$ cat src/rtl/lcd_feed_ctrl_if.sv
// Processor-to-LCD feed bundle: incoming display words and the strobes toward the LCD driver.
// master: valueIn, valueValid, forceRefresh out; dataOut, lcdEnable, lcdRst, busy, pending in.
// slave : mirror of master (the controller side).
interface lcd_feed_if;
  logic [17:0] valueIn;
  logic        valueValid;
  logic        forceRefresh;
  logic [17:0] dataOut;
  logic        lcdEnable;
  logic        lcdRst;
  logic        busy;
  logic        pending;

  modport master (
    output valueIn, valueValid, forceRefresh,
    input  dataOut, lcdEnable, lcdRst, busy, pending
  );

  modport slave (
    input  valueIn, valueValid, forceRefresh,
    output dataOut, lcdEnable, lcdRst, busy, pending
  );
endinterface

$ cat src/rtl/lcd_feed_ctrl.sv
// Sequences an 18-bit LCD driver: reset pulse, init wait, then one write per changed/forced word.
// Ports: clk, rst (async active-low), bus (lcd_feed_if.slave: value capture in, driver strobes out).
// Latency: capture at edge N in idle -> lcdEnable after edge N+1; one word queued, latest wins.
module lcd_feed_ctrl #(
  parameter int unsigned INIT_CYCLES    = 32,
  parameter int unsigned WRITE_CYCLES   = 96,
  parameter int unsigned REFRESH_PERIOD = 0
) (
  input  logic       clk,
  input  logic       rst,
  lcd_feed_if.slave  bus
);

  // A zero-length wait is treated as one cycle.
  localparam logic [23:0] INIT_LAST    = (INIT_CYCLES  == 0) ? 24'd0 : 24'(INIT_CYCLES - 1);
  localparam logic [23:0] WRITE_LAST   = (WRITE_CYCLES == 0) ? 24'd0 : 24'(WRITE_CYCLES - 1);
  localparam bit          REFRESH_EN   = (REFRESH_PERIOD != 0);
  localparam logic [23:0] REFRESH_LAST = REFRESH_EN ? 24'(REFRESH_PERIOD - 1) : 24'd0;

  typedef enum logic [2:0] {
    INIT_PULSE,
    INIT_WAIT,
    IDLE,
    ISSUE,
    WAIT
  } state_t;

  state_t      state_q, state_d;
  logic [23:0] cnt_q;        // shared INIT_WAIT / WAIT cycle counter
  logic [23:0] rfr_q;        // idle cycles since last write (refresh timer)
  logic        armed_q;      // low for the first cycle after reset release
  logic        pend_q, pend_d;
  logic [17:0] pend_val_q, pend_val_d;
  logic [17:0] shadow_q, shadow_d;
  logic [17:0] data_q;
  logic        busy_q;
  logic        pend_out_q;
  logic        issue_go;
  logic        rfr_hit;
  logic        lcd_en;
  logic        lcd_rst_c;

  // FSM next-state and strobes.
  always_comb begin
    state_d   = state_q;
    lcd_en    = 1'b0;
    lcd_rst_c = 1'b0;
    case (state_q)
      INIT_PULSE: begin
        // Spend the first post-reset cycle settling so the driver reset
        // strobe is never asserted while our own reset is still low.
        if (armed_q) begin
          lcd_rst_c = 1'b1;
          state_d   = INIT_WAIT;
        end
      end
      INIT_WAIT: if (cnt_q == INIT_LAST) state_d = IDLE;
      IDLE:      if (pend_q) state_d = ISSUE;
      ISSUE: begin
        lcd_en  = 1'b1;
        state_d = WAIT;
      end
      WAIT:      if (cnt_q == WRITE_LAST) state_d = IDLE;
      default:   state_d = INIT_PULSE;
    endcase
  end

  assign issue_go = (state_q == IDLE) && pend_q;
  assign rfr_hit  = REFRESH_EN && (state_q == IDLE) && !pend_q && (rfr_q == REFRESH_LAST);

  // Pending word capture. Incoming values compare against the shadow as it
  // will be after this edge, so a word equal to the one being issued now is
  // recognised as a repeat.
  always_comb begin
    shadow_d   = issue_go ? pend_val_q : shadow_q;
    pend_d     = pend_q & ~issue_go;
    pend_val_d = pend_val_q;
    if (rfr_hit) begin
      pend_d     = 1'b1;
      pend_val_d = shadow_q;
    end
    if (bus.forceRefresh) begin
      pend_d     = 1'b1;
      pend_val_d = bus.valueValid ? bus.valueIn : shadow_d;
    end else if (bus.valueValid && (bus.valueIn != shadow_d)) begin
      pend_d     = 1'b1;
      pend_val_d = bus.valueIn;
    end
  end

  always_ff @(posedge clk or negedge rst) begin
    if (!rst) begin
      state_q <= INIT_PULSE;
      armed_q <= 1'b0;
    end else begin
      state_q <= state_d;
      armed_q <= 1'b1;
    end
  end

  always_ff @(posedge clk or negedge rst) begin
    if (!rst) begin
      cnt_q <= '0;
      rfr_q <= '0;
    end else begin
      if (state_d != state_q)
        cnt_q <= '0;
      else if ((state_q == INIT_WAIT) || (state_q == WAIT))
        cnt_q <= cnt_q + 24'd1;

      // Timer only runs while idle with nothing queued; it parks on the hit
      // cycle and clears once the resulting write leaves IDLE.
      if (REFRESH_EN && (state_q == IDLE) && !pend_q) begin
        if (!rfr_hit) rfr_q <= rfr_q + 24'd1;
      end else begin
        rfr_q <= '0;
      end
    end
  end

  // pend_q comes out of reset set, so the first write after init blanks the
  // display to zeros; the visible pending flag stays 0 while in reset.
  always_ff @(posedge clk or negedge rst) begin
    if (!rst) begin
      pend_q     <= 1'b1;
      pend_val_q <= '0;
      shadow_q   <= '0;
      data_q     <= '0;
      busy_q     <= 1'b0;
      pend_out_q <= 1'b0;
    end else begin
      pend_q     <= pend_d;
      pend_val_q <= pend_val_d;
      shadow_q   <= shadow_d;
      if (issue_go) data_q <= pend_val_q;
      busy_q     <= (state_d != IDLE);
      pend_out_q <= pend_d;
    end
  end

  assign bus.dataOut   = data_q;
  assign bus.lcdEnable = lcd_en;
  assign bus.lcdRst    = lcd_rst_c;
  assign bus.busy      = busy_q;
  assign bus.pending   = pend_out_q;

endmodule

$ cat src/flat_wrapper.sv
// flat-port wrapper written by rule: the top's interface ports become plain ports
module lcd_feed_ctrl_flat 
#(
  parameter int unsigned INIT_CYCLES    = 32,
  parameter int unsigned WRITE_CYCLES   = 96,
  parameter int unsigned REFRESH_PERIOD = 0
)
  (clk, rst, bus_valueIn, bus_valueValid, bus_forceRefresh, bus_dataOut, bus_lcdEnable, bus_lcdRst, bus_busy, bus_pending);
  lcd_feed_if bus_i ();
  input  logic clk;
  input  logic rst;
  input wire logic [$bits(bus_i.valueIn)-1:0] bus_valueIn;
  input wire logic [$bits(bus_i.valueValid)-1:0] bus_valueValid;
  input wire logic [$bits(bus_i.forceRefresh)-1:0] bus_forceRefresh;
  output wire logic [$bits(bus_i.dataOut)-1:0] bus_dataOut;
  output wire logic [$bits(bus_i.lcdEnable)-1:0] bus_lcdEnable;
  output wire logic [$bits(bus_i.lcdRst)-1:0] bus_lcdRst;
  output wire logic [$bits(bus_i.busy)-1:0] bus_busy;
  output wire logic [$bits(bus_i.pending)-1:0] bus_pending;
  assign bus_i.valueIn = bus_valueIn;
  assign bus_i.valueValid = bus_valueValid;
  assign bus_i.forceRefresh = bus_forceRefresh;
  assign bus_dataOut = bus_i.dataOut;
  assign bus_lcdEnable = bus_i.lcdEnable;
  assign bus_lcdRst = bus_i.lcdRst;
  assign bus_busy = bus_i.busy;
  assign bus_pending = bus_i.pending;
  lcd_feed_ctrl #(.INIT_CYCLES(INIT_CYCLES), .WRITE_CYCLES(WRITE_CYCLES), .REFRESH_PERIOD(REFRESH_PERIOD)) u_core (.clk(clk), .rst(rst), .bus(bus_i));
endmodule
$ cat config.mk
export PLATFORM = sky130hd
export DESIGN_NAME = lcd_feed_ctrl_flat
export DESIGN_NICKNAME = d
export VERILOG_FILES = /design/src/rtl/lcd_feed_ctrl_if.sv /design/src/rtl/lcd_feed_ctrl.sv /design/src/flat_wrapper.sv
export SDC_FILE = /design/constraint.sdc
export NUM_CORES = 1
export LEC_CHECK = 0
export ABC_AREA = 0
export CORE_MARGIN = 3
export CORE_UTILIZATION = 52
export DETAILED_ROUTE_END_ITERATION = 10
export PLACE_DENSITY = 0.77
export SYNTH_ARGS = -nofsm -noshare
export SYNTH_HDL_FRONTEND = slang
export SYNTH_SLANG_ARGS = --single-unit
$ cat constraint.sdc
create_clock -name clk -period 2.3 [get_ports clk]
set_input_delay 0.23 -clock clk [delete_from_list [all_inputs] [get_ports clk]]
set_output_delay 0.23 -clock clk [all_outputs]
set_load 0.05 [all_outputs]
==> reports/results.ini, run 1 <==
[power]
cellLeakagePower_nw=2.70
vdd_drop_max_mv=0.375
internal_power_mw=2.82
comb_power_share_pct=29.2
switching_share_pct=32.9
seq_power_share_pct=43.4
switchingPower_mw=1.38
power_density_nw_per_um2=728
power_frac_clock_pct=27.3

[sta]
tightest_slew_ns=0.756
layout_min_cycle_time_ns=2.32
slew_headroom_pct=48.9
fin_crit_sh_pct=101
finClkSkew_ns=0.0116
holdWs_ns=0.322
setup_violations=19
setup_ws_ns=-0.0211
slew_violations=0
rsz0062_at_grt=yes
finalHoldViolations=0
fmax_ghz=0.431
finalSetupTns_ns=-0.260

[clock_network]
cts_max_level=3
root_buffer=clkbuf_8
clock_path_buffers=2
path_clk_slew_ns=0.09
cts_buffers=9
worstSkewPairLatency_ns=0.36
cts.sinks=85
cts_tree=built

[drt]
vias=4066
drc=0
wirelength_mm=12.1
post_drt_wl_per_cell_um=17.6
drtIter0Drc=294
avgViaCountPerCell=5.93
first_pass_iters=5
route.antenna.remaining_nets=0

[global_route]
overflow=0
antenna_found_initial=0
grt_max_degree=34
grt_pass1_vias=3940
grt_pass1_wl_mm=19.1
track_usage_pct=24.3

[synthesis]
synth_area_leaders=dfrtp_1, nand2_1, xor2_1
ys_async_sr_fraction_pct=100
yosysMostFrequentCell=nand2_1
yosysWarningCount=0
synth_fp_nets=517
ys_ff_latch=85
synth_area_um2=4460
synth_area_per_cell_um2=9.03
synth_edf_count=0
netlist_instances=494
yosysTopAreaCell=dfrtp_1
synth_cell_types=57
ys_seq_area_share_pct=47.7
yosys.area.top_type_share_pct=47.1
ys_top_cells_by_count=nand2_1, dfrtp_1, nor2_1, a21oi_1, xor2_1
synth_ff_type=dfrtp_1

[final_layout]
num_antenna_cells=0
area_growth_syn_to_layout_pct=29.4
stdcell_area_um2=5770
final_cells=686
layout-drive-gt1-share_pct=18.8
layout.nets=599

[place]
dp.cells=653
placed_area_um2=5220
hpwl_mm=7.81
place_congestion=0.960
pre_cts_ws_ns=-0.0864
io_buffers=43

[run_status]
status=complete, but fails checks
violations=setup timing

[worst_setup_path]
ff2ff_path_depth=9
cp_max_fo=12
arrival_ns=2.57
crit_path_end_kind=flop
worst_setup_path_start_kind=flop
crit_type=reg -> reg
cp.required_ns=2.55
r2r_slack_ns=-0.02

[die]
row_count=33
io_pins=44
chipWidth_um=98.6
core_um2=8260
dieHeight_um=98.6
initial_core_util_pct=54.0
die-area_um2=9730

[flow_run]
cap_viol_max_count=0

[min_path]
hold_class=in -> async

repair_timing:
| action | in CTS | in global routing |
|---|---|---|
| setup buffers | 7 | 6 |
| gates cloned | 1 | 2 |
| setup endpoints to repair | 33 | 44 |
| hold endpoints to repair | 26 | 0 |
| pin swaps | 2 | 8 |
| hold buffers | 1 | 0 |
| gates resized for setup | 10 | 42 |
power by group through the flow:
| stage | clock network, mW | registers [mW] | logic, mW |
|---|---|---|---|
| floorplan | 0 | 1.92 | 0.598 |
| global placement | 0 | 1.83 | 1.00 |
| detailed placement | 0 | 1.84 | 1.03 |
| CTS | 1.17 | 1.81 | 1.17 |
| global route | 1.23 | 1.84 | 1.34 |
| finish | 1.15 | 1.83 | 1.23 |
cells in the final DEF, fill, tap and decap left out, drive strengths merged, types with 10 or more instances in the layout:
cell and instances:
mux2i 13, a21oi 25, o21ai 15, nand4 23, dfrtp 84, buf 57, xor2 25, o311ai 10
clkdlybuf4s50 40, nor2 51, xnor2 12, nand2 106, clkbuf 13, inv 24
cell type report:
cell class                      instances  area, um2
Clock buffer                           12        135
Multi-Input combinational cell        357       2260
Tap cell                              105        131
Sequential cell                        85       2130
Inverter                               24       90.1
Clock inverter                          4       72.6
Timing Repair Buffer                   99        958
Fill cell                             638       2480
stage by stage:
| stage | total power [mW] | utilization [%] |
|---|---|---|
| floorplan | 2.51 | - |
| global placement | 2.84 | 63.2 |
| detailed placement | 2.87 | 63.2 |
| CTS | 4.15 | 67.1 |
| global route | 4.41 | 69.9 |
| finish | 4.20 | 69.9 |
worst paths after layout:
check / startpoint / end
setup / recovery: u_core.cnt_q[1] / u_core.cnt_q[9]
setup reg to reg: u_core.cnt_q[1] / u_core.cnt_q[9]
hold reg to reg: u_core.bus.dataOut[5] / u_core.bus.dataOut[5]
hold / removal: rst / u_core.state_q[2]
min in group clk: u_core.bus.dataOut[5] / u_core.bus.dataOut[5]
max in group asynchronous: rst / u_core.cnt_q[22]
cells by family after synthesis:
kind of cell	synth area share, %
flops	47.7
other cells	0.0840
fa+ha+maj	0.280
mux	2.92
compound gates	12.7
simple gates	23.7
xor+xnor	7.26
buf+inv	5.44
critical path: stages, from the launching register on:
cell	delay, ns
dfrtp_1	0.42
ha_2	0.21
or4b_4	0.47
nor4_4	0.19
nor3b_4	0.25
nor3_2	0.08
a211oi_4	0.23
buf_4	0.16
buf_12	0.12
nor2_1	0.05
flip-flops by register name (all words and copies together) (netlist names):
register	cells
u_core.cnt_q	24
u_core.bus.dataOut	18
u_core.pend_val_q	18
u_core.shadow_q	18
u_core.state_q	3
u_core.armed_q	1
u_core.bus.busy	1
u_core.bus.pending	1
u_core.pend_q	1
per-layer routing:
metal	global-route usage [%]	wire [um]	part of all wire, %
met5	0	0	0
met2	41.7	6220	52
met3	4.46	780	6.5
met1	31.0	4780	40
met4	8.40	293	2.4
No activity file was read; power rests on OpenSTA's default activity.
==> inputs of run 2 (changes only) <==
- CAP_MARGIN: default -> 20
- SKIP_LAST_GASP: default -> 1
==> reports/results.ini, run 2 (synthesis results as in run 1) <==
[run_status]
status=complete, but fails checks
violations=setup timing

[die]
dieHeight_um=98.6
chipWidth_um=98.6
initial_core_util_pct=54.0
io_pins=44
die-area_um2=9730
row_count=33
core_um2=8260

[drt]
drtIter0Drc=261
post_drt_wl_per_cell_um=17.6
vias=3991
avgViaCountPerCell=5.82
drc=0
route.antenna.remaining_nets=0
first_pass_iters=5
wirelength_mm=12.1

[clock_network]
clock_path_buffers=2
root_buffer=clkbuf_8
cts_buffers=9
path_clk_slew_ns=0.09
cts.sinks=85
cts_max_level=3
cts_tree=built
worstSkewPairLatency_ns=0.36

[final_layout]
fin_util_pct=69.8
layout-drive-gt1-share_pct=18.8
layout.nets=599
final_cells=686
largest_reg_flops=24
area_growth_syn_to_layout_pct=29.2
final_cell_mix=nand2_1, dfrtp_1, nor2_1, buf_4, clkdlybuf4s50_1
final_common_cell=nand2_1
largest-register=u_core.cnt_q
num_antenna_cells=0
num-fill-cells=636

[place]
place_congestion=0.960
io_buffers=43
pre_cts_ws_ns=-0.0864
dp.cells=653
hpwl_mm=7.81

[min_path]
hold_class=in -> async

[global_route]
grt_max_degree=34
grt_pass1_wl_mm=19.1
track_usage_pct=24.2
antenna_found_initial=0
overflow=0
grt_pass1_vias=3944

[power]
design_power_total_mw=4.21
vdd_drop_max_mv=0.376
power_density_nw_per_um2=731
cellLeakagePower_nw=2.70

[worst_setup_path]
worst_setup_path_start_kind=flop
crit_type=reg -> reg
critical_path.endpoint=u_core.cnt_q[4]
r2r-end=u_core.cnt_q[4]
ff2ff_path_depth=9
cp.required_ns=2.54
reg2reg_from=u_core.cnt_q[1]
crit_path_end_kind=flop
arrival_ns=2.60
r2r_slack_ns=-0.06
crit_start=u_core.cnt_q[1]
cp_max_fo=12

[flow_run]
cap_viol_max_count=0

[sta]
finalHoldViolations=0
setup_violations=24
fin_crit_sh_pct=102
slew_violations=0
holdWs_ns=0.321
setup_ws_ns=-0.0559
finClkSkew_ns=0.0101
rsz0062_at_grt=yes
slew_headroom_pct=48.8
tightest_slew_ns=0.757
fmax_ghz=0.424
layout_min_cycle_time_ns=2.36

## run 2: changes by cell type in the layout (fill, tap and decap cells not counted)
cell      delta
o311ai_2     +1
o311ai_4     -1
## run 2: worst max-delay path, stage by stage (launching register included)
cell and delay [ns]:
dfrtp_1 0.42, ha_2 0.23, or4b_4 0.48, nor4_4 0.19, nor3b_4 0.25, nor3_2 0.08
a211oi_4 0.24, buf_4 0.16, buf_12 0.12, nor2_1 0.05
## run 2: worst min-delay path by stage
stage	start	to	slack (ns)
CTS	rst	u_core.state_q[2]	0.33
global placement	rst	u_core.state_q[2]	0.17
global route	rst	u_core.state_q[2]	0.36
finish	rst	u_core.state_q[2]	0.32
detailed placement	rst	u_core.state_q[2]	0.18
floorplan	rst	u_core.armed_q	-0.07
## run 2: power by group
part / switching (mW) / internal (mW)
Sequential: 0.165 / 1.66
Clock: 0.541 / 0.612
Combinational: 0.688 / 0.548
## run 2: timing repair
| action | 4_1_cts | 5_1_grt |
|---|---|---|
| endpoints found under the setup margin | 33 | 44 |
| setup buffers | 7 | 6 |
| pin swaps | 2 | 8 |
| gates resized for setup | 9 | 42 |
| gates cloned | 1 | 2 |
| hold endpoints to repair | 26 | 0 |
| hold buffers | 1 | 0 |
## run 2: metrics by stage
stage / TNS (ns) / cell area [um2]
final: -0.982 / 5760
after global routing: -3.07 / 5760
after CTS: -0.0505 / 5540
after detailed placement: -1.06 / 5220
after global placement: -0.0439 / 5220
after floorplan: 0 / 4460
## run 2: layout make-up
class | count | area [um2] | area share [%]
multi-input cells | 357 | 2250 | 39.0
flip-flops and latches | 85 | 2130 | 36.9
repair buffers | 99 | 958 | 16.6
clock buffers | 12 | 135 | 2.34
well taps | 105 | 131 | 2.28
inverters | 24 | 90.1 | 1.56
clock inverters | 4 | 72.6 | 1.26
## run 2: layer usage
metal  GRT usage [%]  routed length, um  vias to the layer above
met3            4.39                565                       36
met2            41.7               6330                      146
met1            30.7               4880                     1940
met4            8.61                316                        0
met5               0                  0                        -
li1                -                  -                     1869
